[config.mk]
export PLATFORM = sky130hd
export DESIGN_NAME = fifo_burst_reader
export DESIGN_NICKNAME = d
export VERILOG_FILES = /design/src/rtl/fifo_burst_reader.sv
export SDC_FILE = /design/constraint.sdc
export NUM_CORES = 1
export LEC_CHECK = 0
export ABC_AREA = 1
export CAP_MARGIN = 20
export CORE_MARGIN = 2
export CORE_UTILIZATION = 56
export DETAILED_ROUTE_END_ITERATION = 10
export PLACE_DENSITY = 0.85
export SETUP_SLACK_MARGIN = 0.02
export SYNTH_ARGS = -nofsm -noshare
export SYNTH_HDL_FRONTEND = slang
export SYNTH_SLANG_ARGS = --single-unit
[constraint.sdc]
create_clock -name rclk -period 3.9 [get_ports rclk]
set_input_delay 0.39 -clock rclk [delete_from_list [all_inputs] [get_ports rclk]]
set_output_delay 0.39 -clock rclk [all_outputs]
set_load 0.02 [all_outputs]
[src/rtl/fifo_burst_reader.sv]
// Read-domain burst consumer: pops a commanded number of words from a
// first-word-fall-through FIFO and streams them out through a 2-entry skid buffer.

module fifo_burst_skid #(
  parameter int W = 8
) (
  input  logic         rclk,
  input  logic         rst_i,
  input  logic         flush_i,
  input  logic         push_i,
  input  logic         pop_i,
  input  logic [W-1:0] din_i,
  output logic [W-1:0] head_o,
  output logic [1:0]   occ_o,
  output logic [1:0]   occ_nxt_o
);
  logic [W-1:0] e0_q, e0_d, e1_q, e1_d;
  logic [1:0]   occ_q, occ_d;

  // e0 is always the head, so m_data only moves on a pop or a push into empty.
  always_comb begin
    occ_d = occ_q;
    e0_d  = e0_q;
    e1_d  = e1_q;
    if (flush_i) begin
      occ_d = 2'd0;
    end else begin
      case ({push_i, pop_i})
        2'b10: begin
          if (occ_q == 2'd0) e0_d = din_i;
          else               e1_d = din_i;
          occ_d = occ_q + 2'd1;
        end
        2'b01: begin
          e0_d  = e1_q;
          occ_d = occ_q - 2'd1;
        end
        2'b11: begin
          if (occ_q == 2'd1) begin
            e0_d = din_i;
          end else begin
            e0_d = e1_q;
            e1_d = din_i;
          end
        end
        default: ;
      endcase
    end
  end

  always_ff @(posedge rclk) begin
    if (rst_i) begin
      occ_q <= 2'd0;
      e0_q  <= '0;
      e1_q  <= '0;
    end else begin
      occ_q <= occ_d;
      e0_q  <= e0_d;
      e1_q  <= e1_d;
    end
  end

  assign head_o    = e0_q;
  assign occ_o     = occ_q;
  assign occ_nxt_o = occ_d;
endmodule

module fifo_burst_reader #(
  parameter int DATASIZE = 8,
  parameter int ADDRSIZE = 9
) (
  input  logic                rclk,
  input  logic                r_rst,
  input  logic                start,
  input  logic [ADDRSIZE:0]   burst_len,
  input  logic                abort,
  input  logic [DATASIZE-1:0] rdata,
  input  logic                rempty,
  output logic                rinc,
  output logic [DATASIZE-1:0] m_data,
  output logic                m_valid,
  input  logic                m_ready,
  output logic                busy,
  output logic                done,
  output logic                aborted,
  output logic [ADDRSIZE:0]   words_read,
  output logic [15:0]         stall_cycles
);
  localparam int LW = ADDRSIZE + 1;

  typedef enum logic [1:0] {IDLE, RUN, DRAIN, DONE} state_e;

  state_e        state_q, state_d;
  logic [LW-1:0] rem_q, rem_d, wr_q, wr_d;
  logic [15:0]   stall_q, stall_d;
  logic          abt_q, abt_d;
  logic [1:0]    occ, occ_nxt;
  logic          pop_out, space, kill;

  assign pop_out = m_valid && m_ready;
  // A full buffer still has room when its head leaves this same cycle.
  assign space   = (occ < 2'd2) || pop_out;
  assign kill    = abort && ((state_q == RUN) || (state_q == DRAIN));
  assign rinc    = (state_q == RUN) && !kill && !rempty && (rem_q != '0) && space;

  fifo_burst_skid #(.W(DATASIZE)) u_skid (
    .rclk      (rclk),
    .rst_i     (r_rst),
    .flush_i   (kill),
    .push_i    (rinc),
    .pop_i     (pop_out),
    .din_i     (rdata),
    .head_o    (m_data),
    .occ_o     (occ),
    .occ_nxt_o (occ_nxt)
  );

  assign m_valid = (occ != 2'd0);

  always_comb begin
    state_d = state_q;
    rem_d   = rem_q;
    wr_d    = wr_q;
    stall_d = stall_q;
    abt_d   = abt_q;
    case (state_q)
      IDLE: begin
        if (start) begin
          rem_d   = burst_len;
          wr_d    = '0;
          stall_d = '0;
          abt_d   = 1'b0;
          state_d = (burst_len != '0) ? RUN : DONE;
        end
      end
      RUN: begin
        if (rempty && (rem_q != '0) && (stall_q != 16'hFFFF)) stall_d = stall_q + 16'd1;
        if (kill) begin
          abt_d   = 1'b1;
          rem_d   = '0;
          state_d = DONE;
        end else begin
          if (rinc) begin
            rem_d = rem_q - 1'b1;
            wr_d  = wr_q + 1'b1;
          end
          if (rem_d == '0) state_d = (occ_nxt != 2'd0) ? DRAIN : DONE;
        end
      end
      DRAIN: begin
        if (kill) begin
          abt_d   = 1'b1;
          state_d = DONE;
        end else if (occ_nxt == 2'd0) begin
          state_d = DONE;
        end
      end
      DONE:    state_d = IDLE;
      default: state_d = IDLE;
    endcase
  end

  always_ff @(posedge rclk) begin
    if (r_rst) begin
      state_q <= IDLE;
      rem_q   <= '0;
      wr_q    <= '0;
      stall_q <= '0;
      abt_q   <= 1'b0;
    end else begin
      state_q <= state_d;
      rem_q   <= rem_d;
      wr_q    <= wr_d;
      stall_q <= stall_d;
      abt_q   <= abt_d;
    end
  end

  assign busy         = (state_q != IDLE);
  assign done         = (state_q == DONE);
  assign aborted      = abt_q;
  assign words_read   = wr_q;
  assign stall_cycles = stall_q;
endmodule

==> impl_metrics.toml <==
[sta]
skew_ns = 0.0103
hold_viol = 0
tns_ns = 0
slew_viol_final = 0
slew_headroom = 0.514
fmax_mhz = 342
period_minus_slack_ns = 2.92
rsz0062_at_grt = "false"
period_share = 0.749
setup_slack_ns = 0.979
finalSetupViolCount = 0
worst_pin_slew_ns = 0.725
fin_hold_ws_ns = 0.469

[placement]
pre_cts_slack_ns = 0.936
gp_congestion = 0.929
dp.final_hpwl_um = 6000
port_buffers = 62

[global_route]
grt_max_degree = 24
grt_pass1_vias = 3170
antenna_found_initial = 0
grt_usage = 0.263
grt-ovfl-total = 0
grt_pass1_wl_um = 13700

[floorplanning]
start_util = 0.571
die_y_um = 81.0
design.portCount = 63
num_rows = 28
dieArea_um2 = 6560
core_um2 = 5820
die_w_um = 81.0

[worst_setup_path]
worst_path_largest_cell_delay_ns = 0.62
cp_num_buf_inv = 4
required_ns = 3.51
path_cells = "inv_1 > ha_1 > nand3b_1 > nor2_1 > buf_4 > nand2_2 > inv_2 > clkdlybuf4s50_1"
slowest_stage = "clkdlybuf4s50_1"
start_kind = "register"
critPathArrivalTime_ns = 2.53
cpLargestDelayFamily = "buffers and inverters"
crit_path_max_fanout = 11
cp-end-kind = "output port"
crit_type = "reg2out"

[routing]
drt-vias-per-instance = 5.42
drtAntennaViolNets = 0
dr.first_iter.drc_count = 181
drt-total-wl_um = 8310
first_pass_iters = 5
route.detailed.drc = 0
avgRoutedWirePerCell_um = 12.8
vias = 3515

[synthesis]
yosys-top-cells-count = "nand2_1 (95), inv_1 (75), nor2_1 (64)"
yosysWarnings = 0
avgSynthCellArea_um2 = 6.62
synth_top_cell_area_share = 0.344
ys_types = 40
syn_inst = 502
syn-num-nets = 539
ys_seq_area_frac = 0.344
ys.flop_type = "dfxtp_1"
synth_most_common_cell = "nand2_1"
synth_seq_cells = 57
synth_area_leaders = "dfxtp_1 (34%), nand2_1 (11%), inv_1 (8.5%)"
synthesis.area_um2 = 3320
synth_edf_count = 0
synthArstFlopShare = 0
yosys.area.top_type = "dfxtp_1"

[clock_tree]
cts-resized-gates = 0
root_buffer = "clkbuf_8"
cts.sinks = 57
cts_hold_buf = 0
clk_path_buf_depth = 2
cts_tree = "built"
cts.clk_slew.worst_paths_ns = 0.07
insertion_delay_ns = 0.34
htreeDepth = 3
cts_buffers = 9
post_cts_buffers = 0

[final_layout]
area_growth_pct = 26.7
diodes = 0
drive_gt1_frac = 0.0732
nets = 606

[status]
status = "complete, no violations"

[job]
drv_cap = 0

[power_and_ir_drop]
switching_share = 0.459
ir_drop_mv = 0.402
power_density_nw_per_um2 = 652
net-switching-power_w = 0.00126
seqPwrFrac = 0.284
power.share.clock = 0.206
power_frac_comb = 0.510
p_leak_nw = 1.76
internal_power_w = 0.00149

[hold_path]
min_path_type = "reg2reg"
[per-layer routing]
metal | GRT usage | up-vias | wire length [um]
met5 | 0 | - | 0
met4 | 0.0763 | 0 | 104
met3 | 0.0544 | 13 | 525
met2 | 0.445 | 109 | 3940
met1 | 0.338 | 1620 | 3750
li1 | - | 1773 | -
[worst register-to-register path, cell delays in order (launching register included)]
cell and delay (ns):
dfxtp_1 0.35, inv_1 0.13, ha_1 0.33, inv_2 0.15
a21oi_2 0.52, nand3_1 0.17, a21o_1 0.19, nand2_1 0.30
nand2_1 0.19, nor2_1 0.17, nand3_1 0.13, nand2_1 0.09
nand2_1 0.05, nor2_1 0.08
[through the flow]
step | util | std cells | total power, W | cell area [um2]
floorplan | - | 502 | 0.00181 | 3320
global placement | 0.690 | 633 | 0.00213 | 4010
detailed placement | 0.690 | 633 | 0.00216 | 4010
CTS | 0.724 | 649 | 0.00273 | 4210
global route | 0.724 | 649 | 0.00296 | 4210
finish | 0.724 | 649 | 0.00274 | 4210
[placed cells by master, fill, tap and decap left out, types with 3 or more instances in the layout]
| cell type | netlist | routed |
|---|---|---|
| ha_1 | 13 | 13 |
| nor2_2 | 8 | 8 |
| o21ai_0 | 30 | 30 |
| nand2_1 | 95 | 95 |
| nand2_2 | 3 | 3 |
| nor3_2 | 3 | 3 |
| nor3_1 | 13 | 13 |
| a211oi_1 | 4 | 4 |
| a21oi_1 | 41 | 41 |
| nor2_1 | 64 | 64 |
| buf_4 | 2 | 4 |
| clkbuf_8 | 0 | 10 |
| nand3_1 | 32 | 32 |
| dfxtp_1 | 57 | 57 |
| nand4_1 | 7 | 7 |
| clkdlybuf4s50_1 | 0 | 62 |
| inv_1 | 75 | 75 |
| o22ai_1 | 18 | 18 |
| xor2_1 | 6 | 6 |
| inv_2 | 4 | 4 |
[flip-flops by register name, summed over array words and instances, names as in the netlist]
name and cells:
stall_cycles 16, rem_q 10, words_read 10, u_skid.e1_q 8
u_skid.head_o 8, state_q 2, u_skid.occ_o 2, aborted 1
[area by class of cell]
class                      count  area [um2]
multi-input combinational    355        1830
tap                           75        93.8
timing repair buffer          66         651
clock inverter                 5        55.1
sequential                    57        1140
inverter                      80         300
clock buffer                  11         141
fill                         531        1610
[cells by family after synthesis]
group,synth area share
flip-flops,0.344
adder cells (fa/ha/maj),0.0490
multiplexers,0.00339
AO/OA/AOI/OAI,0.167
XOR/XNOR,0.0211
AND/OR/NAND/NOR,0.309
buffers and inverters,0.107
[power by group through the flow]
| stage | clock (W) | sequential [W] | combinational, W |
|---|---|---|---|
| global route | 0.000597 | 0.000795 | 0.00157 |
| global placement | 0 | 0.000786 | 0.00135 |
| CTS | 0.000565 | 0.000778 | 0.00139 |
| detailed placement | 0 | 0.000789 | 0.00137 |
| floorplan | 0 | 0.000814 | 0.000994 |
| finish | 0.000564 | 0.000780 | 0.00140 |
[final timing paths]
| check | depth (start not counted) | endpoint | slack [ns] | startpoint |
|---|---|---|---|---|
| max | 8 | rinc | 0.98 | state_q[1] |
| min | 2 | stall_cycles[4] | 0.47 | stall_cycles[4] |
| max reg2reg | 13 | stall_cycles[14] | 1.00 | state_q[1] |
| min reg2reg | 2 | stall_cycles[4] | 0.47 | stall_cycles[4] |
Note: power is estimated with default switching activity, not from simulation.
